`src/rtl/mem_queue_if.sv`:
```
// Bus bundle for mem_queue: dispatch, address-generation writeback, ROB head,
// data-cache request/response and CDB broadcast. The queue uses the slave
// modport; the surrounding pipeline (or a bench) uses the master modport.
interface mem_queue_if #(
  parameter int unsigned ROB_IDX_W      = 5,
  parameter int unsigned PHYS_REG_W     = 6,
  parameter int unsigned MEM_ADDR_WIDTH = 3
) ();

  logic                      flush;

  logic                      dispatch_valid;
  logic                      dispatch_is_store;
  logic [2:0]                dispatch_funct3;
  logic [ROB_IDX_W-1:0]      dispatch_rob_idx;
  logic [PHYS_REG_W-1:0]     dispatch_pd;
  logic [MEM_ADDR_WIDTH-1:0] dispatch_mem_idx;
  logic                      full;

  logic                      addr_valid;
  logic [31:0]               mem_addr;
  logic [MEM_ADDR_WIDTH-1:0] mem_idx_in;
  logic [31:0]               store_wdata;

  logic [ROB_IDX_W-1:0]      rob_head_idx;

  logic [31:0]               dmem_addr;
  logic [3:0]                dmem_rmask;
  logic [3:0]                dmem_wmask;
  logic [31:0]               dmem_wdata;
  logic [31:0]               dmem_rdata;
  logic                      dmem_resp;

  logic                      cdb_valid;
  logic [ROB_IDX_W-1:0]      cdb_rob_idx;
  logic [PHYS_REG_W-1:0]     cdb_pd;
  logic [31:0]               cdb_rd_v;

  modport master (
    output flush,
    output dispatch_valid, dispatch_is_store, dispatch_funct3, dispatch_rob_idx, dispatch_pd,
    input  dispatch_mem_idx, full,
    output addr_valid, mem_addr, mem_idx_in, store_wdata,
    output rob_head_idx,
    input  dmem_addr, dmem_rmask, dmem_wmask, dmem_wdata,
    output dmem_rdata, dmem_resp,
    input  cdb_valid, cdb_rob_idx, cdb_pd, cdb_rd_v
  );

  modport slave (
    input  flush,
    input  dispatch_valid, dispatch_is_store, dispatch_funct3, dispatch_rob_idx, dispatch_pd,
    output dispatch_mem_idx, full,
    input  addr_valid, mem_addr, mem_idx_in, store_wdata,
    input  rob_head_idx,
    output dmem_addr, dmem_rmask, dmem_wmask, dmem_wdata,
    input  dmem_rdata, dmem_resp,
    output cdb_valid, cdb_rob_idx, cdb_pd, cdb_rd_v
  );

endinterface

```
`src/rtl/mem_queue.sv`:
```
// In-order load/store queue between address generation and the data cache.
// Entries are allocated at dispatch, completed by address writeback, and
// issued strictly from the head; results leave on a registered CDB port.
// MEM_ADDR_WIDTH mirrors the rv32i_types queue index width (default 3).
// Optional macro MEM_QUEUE_PERF_EN adds load/store/stall performance counters.
module mem_queue #(
  parameter int unsigned ROB_IDX_W      = 5,
  parameter int unsigned PHYS_REG_W     = 6,
  parameter int unsigned MEM_ADDR_WIDTH = 3
) (
  input  logic        clk,
  input  logic        rst,
  mem_queue_if.slave  bus_io
`ifdef MEM_QUEUE_PERF_EN
  ,
  output logic [31:0] perf_load_cnt_o,
  output logic [31:0] perf_store_cnt_o,
  output logic [31:0] perf_stall_cnt_o
`endif
);

  localparam int unsigned Depth = 1 << MEM_ADDR_WIDTH;

  typedef logic [MEM_ADDR_WIDTH-1:0] idx_t;
  typedef logic [MEM_ADDR_WIDTH:0]   ptr_t;

  typedef enum logic [1:0] {StIdle, StWait, StDrain} state_e;

  // Control state
  state_e           state_q, state_d;
  ptr_t             head_q, head_d;
  ptr_t             tail_q, tail_d;
  logic [Depth-1:0] valid_q, valid_d;
  logic [Depth-1:0] addr_rdy_q, addr_rdy_d;

  // Entry payload
  logic                  is_store_q [Depth];
  logic [2:0]            funct3_q   [Depth];
  logic [ROB_IDX_W-1:0]  rob_q      [Depth];
  logic [PHYS_REG_W-1:0] pd_q       [Depth];
  logic [31:0]           addr_q     [Depth];
  logic [31:0]           wdata_q    [Depth];

  // Data-cache request registers
  logic [31:0] dmem_addr_q, dmem_addr_d;
  logic [3:0]  dmem_rmask_q, dmem_rmask_d;
  logic [3:0]  dmem_wmask_q, dmem_wmask_d;
  logic [31:0] dmem_wdata_q, dmem_wdata_d;

  // CDB registers
  logic                  cdb_valid_q, cdb_valid_d;
  logic [ROB_IDX_W-1:0]  cdb_rob_q, cdb_rob_d;
  logic [PHYS_REG_W-1:0] cdb_pd_q, cdb_pd_d;
  logic [31:0]           cdb_rd_q, cdb_rd_d;

  idx_t                  head_idx, tail_idx;
  logic                  is_full;
  logic                  do_dispatch, do_addr, complete;
  logic                  hd_valid, hd_rdy, hd_store, hd_rob_match, eligible;
  logic [2:0]            hd_funct3;
  logic [1:0]            hd_off;
  logic [31:0]           hd_addr, hd_wdata;
  logic [ROB_IDX_W-1:0]  hd_rob;
  logic [PHYS_REG_W-1:0] hd_pd;
  logic [3:0]            base_mask, req_mask;
  logic [31:0]           req_wdata, rd_shifted, load_val;

  // Head entry decode and queue-level qualifiers
  always_comb begin
    head_idx     = head_q[MEM_ADDR_WIDTH-1:0];
    tail_idx     = tail_q[MEM_ADDR_WIDTH-1:0];
    is_full      = (head_idx == tail_idx) && (head_q[MEM_ADDR_WIDTH] != tail_q[MEM_ADDR_WIDTH]);
    hd_valid     = valid_q[head_idx];
    hd_rdy       = addr_rdy_q[head_idx];
    hd_store     = is_store_q[head_idx];
    hd_funct3    = funct3_q[head_idx];
    hd_rob       = rob_q[head_idx];
    hd_pd        = pd_q[head_idx];
    hd_addr      = addr_q[head_idx];
    hd_wdata     = wdata_q[head_idx];
    hd_off       = hd_addr[1:0];
    hd_rob_match = (bus_io.rob_head_idx == hd_rob);
    // Stores must wait until they are the oldest ROB entry; loads may go early.
    eligible     = hd_valid && hd_rdy && (!hd_store || hd_rob_match);
    do_dispatch  = bus_io.dispatch_valid && !is_full && !bus_io.flush;
    do_addr      = bus_io.addr_valid && valid_q[bus_io.mem_idx_in] && !bus_io.flush;
  end

  // Request formation and load-result alignment for the head entry
  always_comb begin
    base_mask = 4'b1111;
    unique case (hd_funct3[1:0])
      2'b00:   base_mask = 4'b0001;
      2'b01:   base_mask = 4'b0011;
      default: base_mask = 4'b1111;
    endcase
    req_mask   = base_mask << hd_off;
    req_wdata  = hd_wdata << {hd_off, 3'b000};
    rd_shifted = bus_io.dmem_rdata >> {hd_off, 3'b000};
    load_val   = rd_shifted;
    unique case (hd_funct3)
      3'b000:  load_val = {{24{rd_shifted[7]}}, rd_shifted[7:0]};
      3'b001:  load_val = {{16{rd_shifted[15]}}, rd_shifted[15:0]};
      3'b100:  load_val = {24'h0, rd_shifted[7:0]};
      3'b101:  load_val = {16'h0, rd_shifted[15:0]};
      default: load_val = rd_shifted;
    endcase
  end

  // Issue FSM next-state, request registers and CDB result capture
  always_comb begin
    state_d      = state_q;
    dmem_addr_d  = dmem_addr_q;
    dmem_rmask_d = dmem_rmask_q;
    dmem_wmask_d = dmem_wmask_q;
    dmem_wdata_d = dmem_wdata_q;
    complete     = 1'b0;
    unique case (state_q)
      StIdle: begin
        if (eligible && !bus_io.flush) begin
          dmem_addr_d  = {hd_addr[31:2], 2'b00};
          dmem_rmask_d = hd_store ? 4'b0000 : req_mask;
          dmem_wmask_d = hd_store ? req_mask : 4'b0000;
          dmem_wdata_d = hd_store ? req_wdata : 32'h0;
          state_d      = StWait;
        end
      end
      StWait: begin
        if (bus_io.dmem_resp) begin
          dmem_rmask_d = 4'b0000;
          dmem_wmask_d = 4'b0000;
          // A response landing in the flush cycle belongs to a squashed op.
          complete     = !bus_io.flush;
          state_d      = StIdle;
        end else if (bus_io.flush) begin
          state_d = StDrain;
        end
      end
      StDrain: begin
        // Keep the request up until the cache finishes, then drop the result.
        if (bus_io.dmem_resp) begin
          dmem_rmask_d = 4'b0000;
          dmem_wmask_d = 4'b0000;
          state_d      = StIdle;
        end
      end
      default: state_d = StIdle;
    endcase

    cdb_valid_d = complete;
    cdb_rob_d   = complete ? hd_rob : '0;
    cdb_pd_d    = (complete && !hd_store) ? hd_pd : '0;
    cdb_rd_d    = (complete && !hd_store) ? load_val : 32'h0;
  end

  // Pointer and per-entry status next-state
  always_comb begin
    head_d     = head_q;
    tail_d     = tail_q;
    valid_d    = valid_q;
    addr_rdy_d = addr_rdy_q;
    if (bus_io.flush) begin
      head_d     = '0;
      tail_d     = '0;
      valid_d    = '0;
      addr_rdy_d = '0;
    end else begin
      if (do_addr) begin
        addr_rdy_d[bus_io.mem_idx_in] = 1'b1;
      end
      if (complete) begin
        valid_d[head_idx]    = 1'b0;
        addr_rdy_d[head_idx] = 1'b0;
        head_d               = head_q + ptr_t'(1);
      end
      if (do_dispatch) begin
        valid_d[tail_idx]    = 1'b1;
        addr_rdy_d[tail_idx] = 1'b0;
        tail_d               = tail_q + ptr_t'(1);
      end
    end
  end

  // Control and output registers with synchronous reset
  always_ff @(posedge clk) begin
    if (rst) begin
      state_q      <= StIdle;
      head_q       <= '0;
      tail_q       <= '0;
      valid_q      <= '0;
      addr_rdy_q   <= '0;
      dmem_addr_q  <= 32'h0;
      dmem_rmask_q <= 4'b0000;
      dmem_wmask_q <= 4'b0000;
      dmem_wdata_q <= 32'h0;
      cdb_valid_q  <= 1'b0;
      cdb_rob_q    <= '0;
      cdb_pd_q     <= '0;
      cdb_rd_q     <= 32'h0;
    end else begin
      state_q      <= state_d;
      head_q       <= head_d;
      tail_q       <= tail_d;
      valid_q      <= valid_d;
      addr_rdy_q   <= addr_rdy_d;
      dmem_addr_q  <= dmem_addr_d;
      dmem_rmask_q <= dmem_rmask_d;
      dmem_wmask_q <= dmem_wmask_d;
      dmem_wdata_q <= dmem_wdata_d;
      cdb_valid_q  <= cdb_valid_d;
      cdb_rob_q    <= cdb_rob_d;
      cdb_pd_q     <= cdb_pd_d;
      cdb_rd_q     <= cdb_rd_d;
    end
  end

  // Entry payload; qualified by valid bits so it needs no reset
  always_ff @(posedge clk) begin
    if (do_dispatch) begin
      is_store_q[tail_idx] <= bus_io.dispatch_is_store;
      funct3_q[tail_idx]   <= bus_io.dispatch_funct3;
      rob_q[tail_idx]      <= bus_io.dispatch_rob_idx;
      pd_q[tail_idx]       <= bus_io.dispatch_pd;
    end
    if (do_addr) begin
      addr_q[bus_io.mem_idx_in]  <= bus_io.mem_addr;
      wdata_q[bus_io.mem_idx_in] <= bus_io.store_wdata;
    end
  end

  assign bus_io.full             = is_full;
  assign bus_io.dispatch_mem_idx = tail_idx;
  assign bus_io.dmem_addr        = dmem_addr_q;
  assign bus_io.dmem_rmask       = dmem_rmask_q;
  assign bus_io.dmem_wmask       = dmem_wmask_q;
  assign bus_io.dmem_wdata       = dmem_wdata_q;
  assign bus_io.cdb_valid        = cdb_valid_q;
  assign bus_io.cdb_rob_idx      = cdb_rob_q;
  assign bus_io.cdb_pd           = cdb_pd_q;
  assign bus_io.cdb_rd_v         = cdb_rd_q;

`ifdef MEM_QUEUE_PERF_EN
  logic [31:0] perf_load_q, perf_store_q, perf_stall_q;
  logic        stall_now;

  assign stall_now = hd_valid && (!hd_rdy || (hd_store && !hd_rob_match));

  // Free-running event counters; only reset clears them
  always_ff @(posedge clk) begin
    if (rst) begin
      perf_load_q  <= 32'h0;
      perf_store_q <= 32'h0;
      perf_stall_q <= 32'h0;
    end else begin
      if (complete && !hd_store) perf_load_q <= perf_load_q + 32'd1;
      if (complete && hd_store)  perf_store_q <= perf_store_q + 32'd1;
      if (stall_now)             perf_stall_q <= perf_stall_q + 32'd1;
    end
  end

  assign perf_load_cnt_o  = perf_load_q;
  assign perf_store_cnt_o = perf_store_q;
  assign perf_stall_cnt_o = perf_stall_q;
`endif

endmodule

```
`src/flat_wrapper.sv`:
```
// flat-port wrapper written by rule: the top's interface ports become plain ports
module mem_queue_flat 
#(
  parameter int unsigned ROB_IDX_W      = 5,
  parameter int unsigned PHYS_REG_W     = 6,
  parameter int unsigned MEM_ADDR_WIDTH = 3
)
  (clk, rst, bus_io_flush, bus_io_dispatch_valid, bus_io_dispatch_is_store, bus_io_dispatch_funct3, bus_io_dispatch_rob_idx, bus_io_dispatch_pd, bus_io_dispatch_mem_idx, bus_io_full, bus_io_addr_valid, bus_io_mem_addr, bus_io_mem_idx_in, bus_io_store_wdata, bus_io_rob_head_idx, bus_io_dmem_addr, bus_io_dmem_rmask, bus_io_dmem_wmask, bus_io_dmem_wdata, bus_io_dmem_rdata, bus_io_dmem_resp, bus_io_cdb_valid, bus_io_cdb_rob_idx, bus_io_cdb_pd, bus_io_cdb_rd_v);
  mem_queue_if #(.ROB_IDX_W(ROB_IDX_W), .PHYS_REG_W(PHYS_REG_W), .MEM_ADDR_WIDTH(MEM_ADDR_WIDTH)) bus_io_i ();
  input  logic clk;
  input  logic rst;
  input wire logic [$bits(bus_io_i.flush)-1:0] bus_io_flush;
  input wire logic [$bits(bus_io_i.dispatch_valid)-1:0] bus_io_dispatch_valid;
  input wire logic [$bits(bus_io_i.dispatch_is_store)-1:0] bus_io_dispatch_is_store;
  input wire logic [$bits(bus_io_i.dispatch_funct3)-1:0] bus_io_dispatch_funct3;
  input wire logic [$bits(bus_io_i.dispatch_rob_idx)-1:0] bus_io_dispatch_rob_idx;
  input wire logic [$bits(bus_io_i.dispatch_pd)-1:0] bus_io_dispatch_pd;
  output wire logic [$bits(bus_io_i.dispatch_mem_idx)-1:0] bus_io_dispatch_mem_idx;
  output wire logic [$bits(bus_io_i.full)-1:0] bus_io_full;
  input wire logic [$bits(bus_io_i.addr_valid)-1:0] bus_io_addr_valid;
  input wire logic [$bits(bus_io_i.mem_addr)-1:0] bus_io_mem_addr;
  input wire logic [$bits(bus_io_i.mem_idx_in)-1:0] bus_io_mem_idx_in;
  input wire logic [$bits(bus_io_i.store_wdata)-1:0] bus_io_store_wdata;
  input wire logic [$bits(bus_io_i.rob_head_idx)-1:0] bus_io_rob_head_idx;
  output wire logic [$bits(bus_io_i.dmem_addr)-1:0] bus_io_dmem_addr;
  output wire logic [$bits(bus_io_i.dmem_rmask)-1:0] bus_io_dmem_rmask;
  output wire logic [$bits(bus_io_i.dmem_wmask)-1:0] bus_io_dmem_wmask;
  output wire logic [$bits(bus_io_i.dmem_wdata)-1:0] bus_io_dmem_wdata;
  input wire logic [$bits(bus_io_i.dmem_rdata)-1:0] bus_io_dmem_rdata;
  input wire logic [$bits(bus_io_i.dmem_resp)-1:0] bus_io_dmem_resp;
  output wire logic [$bits(bus_io_i.cdb_valid)-1:0] bus_io_cdb_valid;
  output wire logic [$bits(bus_io_i.cdb_rob_idx)-1:0] bus_io_cdb_rob_idx;
  output wire logic [$bits(bus_io_i.cdb_pd)-1:0] bus_io_cdb_pd;
  output wire logic [$bits(bus_io_i.cdb_rd_v)-1:0] bus_io_cdb_rd_v;
  assign bus_io_i.flush = bus_io_flush;
  assign bus_io_i.dispatch_valid = bus_io_dispatch_valid;
  assign bus_io_i.dispatch_is_store = bus_io_dispatch_is_store;
  assign bus_io_i.dispatch_funct3 = bus_io_dispatch_funct3;
  assign bus_io_i.dispatch_rob_idx = bus_io_dispatch_rob_idx;
  assign bus_io_i.dispatch_pd = bus_io_dispatch_pd;
  assign bus_io_dispatch_mem_idx = bus_io_i.dispatch_mem_idx;
  assign bus_io_full = bus_io_i.full;
  assign bus_io_i.addr_valid = bus_io_addr_valid;
  assign bus_io_i.mem_addr = bus_io_mem_addr;
  assign bus_io_i.mem_idx_in = bus_io_mem_idx_in;
  assign bus_io_i.store_wdata = bus_io_store_wdata;
  assign bus_io_i.rob_head_idx = bus_io_rob_head_idx;
  assign bus_io_dmem_addr = bus_io_i.dmem_addr;
  assign bus_io_dmem_rmask = bus_io_i.dmem_rmask;
  assign bus_io_dmem_wmask = bus_io_i.dmem_wmask;
  assign bus_io_dmem_wdata = bus_io_i.dmem_wdata;
  assign bus_io_i.dmem_rdata = bus_io_dmem_rdata;
  assign bus_io_i.dmem_resp = bus_io_dmem_resp;
  assign bus_io_cdb_valid = bus_io_i.cdb_valid;
  assign bus_io_cdb_rob_idx = bus_io_i.cdb_rob_idx;
  assign bus_io_cdb_pd = bus_io_i.cdb_pd;
  assign bus_io_cdb_rd_v = bus_io_i.cdb_rd_v;
  mem_queue #(.ROB_IDX_W(ROB_IDX_W), .PHYS_REG_W(PHYS_REG_W), .MEM_ADDR_WIDTH(MEM_ADDR_WIDTH)) u_core (.clk(clk), .rst(rst), .bus_io(bus_io_i));
endmodule
```
`config.mk`:
```
export PLATFORM = sky130hd
export DESIGN_NAME = mem_queue_flat
export DESIGN_NICKNAME = d
export VERILOG_FILES = /design/src/rtl/mem_queue_if.sv /design/src/rtl/mem_queue.sv /design/src/flat_wrapper.sv
export SDC_FILE = /design/constraint.sdc
export NUM_CORES = 1
export LEC_CHECK = 0
export BUFFER_PORTS_ARGS = -buffer_cell sky130_fd_sc_hd__buf_2
export CORE_UTILIZATION = 54
export CTS_BUF_LIST = sky130_fd_sc_hd__clkbuf_4 sky130_fd_sc_hd__clkbuf_8 sky130_fd_sc_hd__clkbuf_16
export CTS_CLUSTER_DIAMETER = 100
export DETAILED_ROUTE_END_ITERATION = 16
export PLACE_DENSITY_LB_ADDON = 0.08
export SLEW_MARGIN = 20
export SYNTH_ARGS = -nofsm -noshare
export SYNTH_HDL_FRONTEND = slang
export SYNTH_SLANG_ARGS = --single-unit
```
`constraint.sdc`:
```
create_clock -name clk -period 7.25 [get_ports clk]
set_input_delay 1.45 -clock clk [delete_from_list [all_inputs] [get_ports clk]]
set_output_delay 1.45 -clock clk [all_outputs]
set_load 0.005 [all_outputs]
```
==> impl_metrics.csv <==
group,metric,value,unit
timing,drv_slew,0,
finish,fillers,3834,
synthesis,synth_edf_count,632,
floorplanning,core_area,54200,um2
timing,fin_crit_sh,54.0,%
timing,fin_crit,3.91,ns
critical_path,cp-end-kind,"flop",
critical_path,path_max_fanout,40,
synthesis,yosysTopAreaCell,"edfxtp_1",
grt,overflow,0,
grt,track_usage,23.7,%
critical_path,cp.depth,8,
clocking,cts_htree_levels,3,
critical_path,crit_top_cell,"buf_4",
detailed_routing,drtIter0Drc,1185,
pwr,p_leak,11.6,nW
synthesis,synthMuxAreaShare,15.9,%
clocking,clockBufferDepth,3,
floorplanning,start_util,55.1,%
timing,tightestPinTransition,1.09,ns
synthesis,synth_cells,1685,
finish,final_common_cell,"edfxtp_1",
synthesis,synthAdderAreaFrac,0.251,%
place,dp_hpwl,38.5,mm
clocking,clock_latency,0.61,ns
synthesis,async_flop_share,0,%
synthesis,synth.distinct_cells,54,
detailed_routing,wl_per_cell,24.1,um
synthesis,ys.flop_type,"edfxtp_1",
finish,num-nets-final,2079,
timing,clock_skew,0.0216,ns
timing,fin_ws,3.34,ns
synthesis,synth-simple-area-share,4.60,%
critical_path,crit_end,"u_core.bus_io.cdb_rd_v[28]",
detailed_routing,drtAntennaViolNets,0,
floorplanning,die_area,56300,um2
synthesis,ys_ff_latch,775,
pwr,power.total,9.09,mW
timing,slew-limit-headroom,26.9,%
timing,fin_setup_tns,0,ns
clocking,ctsHoldBuffers,0,
detailed_routing,avgViaCountPerCell,5.90,
critical_path,r2r-end,"u_core.bus_io.cdb_rd_v[28]",
synthesis,synth.cell_area,29900,um2
synthesis,avgSynthCellArea,17.7,um2
detailed_routing,dr.pass1.iters,5,
critical_path,crit_path_top_delay_cell,"dfxtp_4",
critical_path,path_delay_family,"buffers and inverters",
grt,antenna_found_initial,16,
finish,drive_above_1_share,30.6,%
clocking,cts.sinks,775,
clocking,cts_resized,0,
pwr,ir_worst_vdd,0.000305,V
floorplanning,io-pin-count,245,
finish,area_growth,16.1,%
job,cap_violations,0,
timing,finalSetupViolations,0,
grt,grt_pass1_vias,16700,
critical_path,worstPathCellList,"buf_4 -> mux4_2 -> mux2i_4 -> buf_4 -> nor2_1 -> a311oi_1 -> o22a_1 -> a21oi_1",
synthesis,synth_top_family_by_area,"multiplexers",
critical_path,slowest_delay,0.74,ns
critical_path,critPathArrivalTime,4.36,ns
critical_path,reg2reg_slack,3.34,ns
detailed_routing,drt-total-wl,65.4,mm
synthesis,synth_compound_area_share,4.05,%
finish,seq_area,21900,um2
grt,grt_pass1_wl,99.4,mm
timing,fmax,256,MHz
floorplanning,die_height,237,um
detailed_routing,drc,0,
critical_path,crit_buf_inv,2,
synthesis,yosys_warnings,0,
run_status,status,"complete, no violations",
floorplanning,die_x,237,um
synthesis,yosysSeqAreaShare,73.1,%
pwr,p_per_area,262,nW/um2
clocking,cts_tree,"yes",
place,dp_slack,3.20,ns
place,place.gp.congestion,0.826,
critical_path,required,7.70,ns
detailed_routing,vias,16000,
finish,multi_input_area,7630,um2
timing,timing.final.hold_violations,0,
floorplanning,placementRows,85,
synthesis,synth_xor_area_share,0.381,%
synthesis,synth_top_area_share,63.5,%
worst_hold_path,hold_path_class,"flop to flop",
grt,grt_max_degree,105,
finish,layout_common_cells,"632 x edfxtp_1, 242 x buf_2, 155 x mux4_2",
timing,rsz0062_at_grt,"no",
critical_path,worstSetupPathType,"flop to flop",
critical_path,startpoint_type,"flop",
place,io_buffers,242,
clocking,numCtsBuffers,81,
clocking,post_cts_buffers,0,
clocking,cts_root_buf,"clkbuf_16",
clocking,clkTransAtPathRegs,0.06,ns
critical_path,reg2regPathDepth,8,
synthesis,synthTopCellsByArea,"edfxtp_1 64%, mux4_2 12%, dfxtp_1 9.6%",
[tightest hold or removal path: stages (launching register included)]
cell and delay, ns:
dfxtp_1 0.31, nand2_1 0.05, o21ai_1 0.05
[flip-flops by register name (all words and copies together), names as in the netlist, 4 cells and up, named ones only]
name / cells
u_core.pd_q: 48
u_core.funct3_q: 24
u_core.bus_io.cdb_rob_idx: 5
u_core.bus_io.dmem_addr: 30
u_core.tail_q: 4
u_core.wdata_q: 256
u_core.head_q: 4
u_core.rob_q: 40
u_core.is_store_q: 8
u_core.bus_io.cdb_rd_v: 32
u_core.bus_io.dmem_wmask: 4
u_core.bus_io.cdb_pd: 6
u_core.addr_q: 256
u_core.bus_io.dmem_rmask: 4
u_core.bus_io.dmem_wdata: 32
u_core.valid_q: 8
u_core.addr_rdy_q: 8
[per-layer routing]
layer  global-route usage [%]  up-vias  routed length (um)  part of all wire, %
met3                     5.68      119                4270                  6.5
met4                     7.66       12                1580                  2.4
met1                     30.2     8159               26600                   41
li1                         -     7195                   -                    -
met2                     40.4      555               32900                   50
met5                        0        -                  72                 0.11
[cell usage after synthesis, drive strengths merged, types with 8 or more instances]
cell type / number
a211oi: 42
a21oi: 46
buf: 63
clkbuf: 37
dfxtp: 143
edfxtp: 632
inv: 10
mux2: 19
mux2i: 103
mux4: 155
nand2: 98
nand2b: 8
nand3: 22
nor2: 141
nor2b: 8
nor3: 22
o211ai: 15
o21ai: 41
xor2: 10
[how the worst min path moves through the flow]
| stage | from | to | slack [ns] | cells after the start |
|---|---|---|---|---|
| floorplan | u_core.bus_io.dmem_wdata[0] | u_core.bus_io.dmem_wdata[0] | 0.44 | 2 |
| global placement | u_core.bus_io.dmem_wdata[1] | u_core.bus_io.dmem_wdata[1] | 0.44 | 2 |
| detailed placement | u_core.bus_io.dmem_wdata[1] | u_core.bus_io.dmem_wdata[1] | 0.44 | 2 |
| CTS | u_core.bus_io.dmem_wdata[1] | u_core.bus_io.dmem_wdata[1] | 0.45 | 2 |
| global route | u_core.bus_io.dmem_wdata[19] | u_core.bus_io.dmem_wdata[19] | 0.47 | 2 |
| finish | u_core.bus_io.dmem_wdata[1] | u_core.bus_io.dmem_wdata[1] | 0.45 | 2 |
[cell families (layout without fill, tap and decap cells)]
logic type	after synthesis	after routing
compound gates	181	181
xor+xnor	13	13
fa+ha+maj	6	6
buf+inv	111	438
flops	775	775
mux	277	277
other cells	1	10
simple gates	321	321
[per-stage QoR]
step	hold slack [ns]	instance area (um2)	utilization (%)	instances
4_1_cts	0.449	34600	63.8	2707
3_5_place_dp	0.441	31900	58.8	2559
3_3_place_gp	0.440	31900	58.8	2558
2_1_floorplan	0.445	29900	-	1686
5_1_grt	0.466	34700	63.9	2714
6_report	0.446	34700	63.9	2717
[power breakdown]
group          switching (mW)  leakage [nW]  internal (mW)
sequential            0.00193          6.84           4.81
clock                    1.65          1.35           2.50
combinational          0.0949          3.42         0.0424
total                    1.74          11.6           7.35
[area by class of cell]
type / count / share of cell area, %
antenna: 8 / 0.0577
clock buffer: 107 / 6.55
tap: 696 / 2.51
inverter: 11 / 0.119
clock inverter: 41 / 1.24
sequential: 775 / 63.0
multi-input combinational: 800 / 22.0
timing repair buffer: 279 / 4.51
Power figures use the tool's default switching activity.
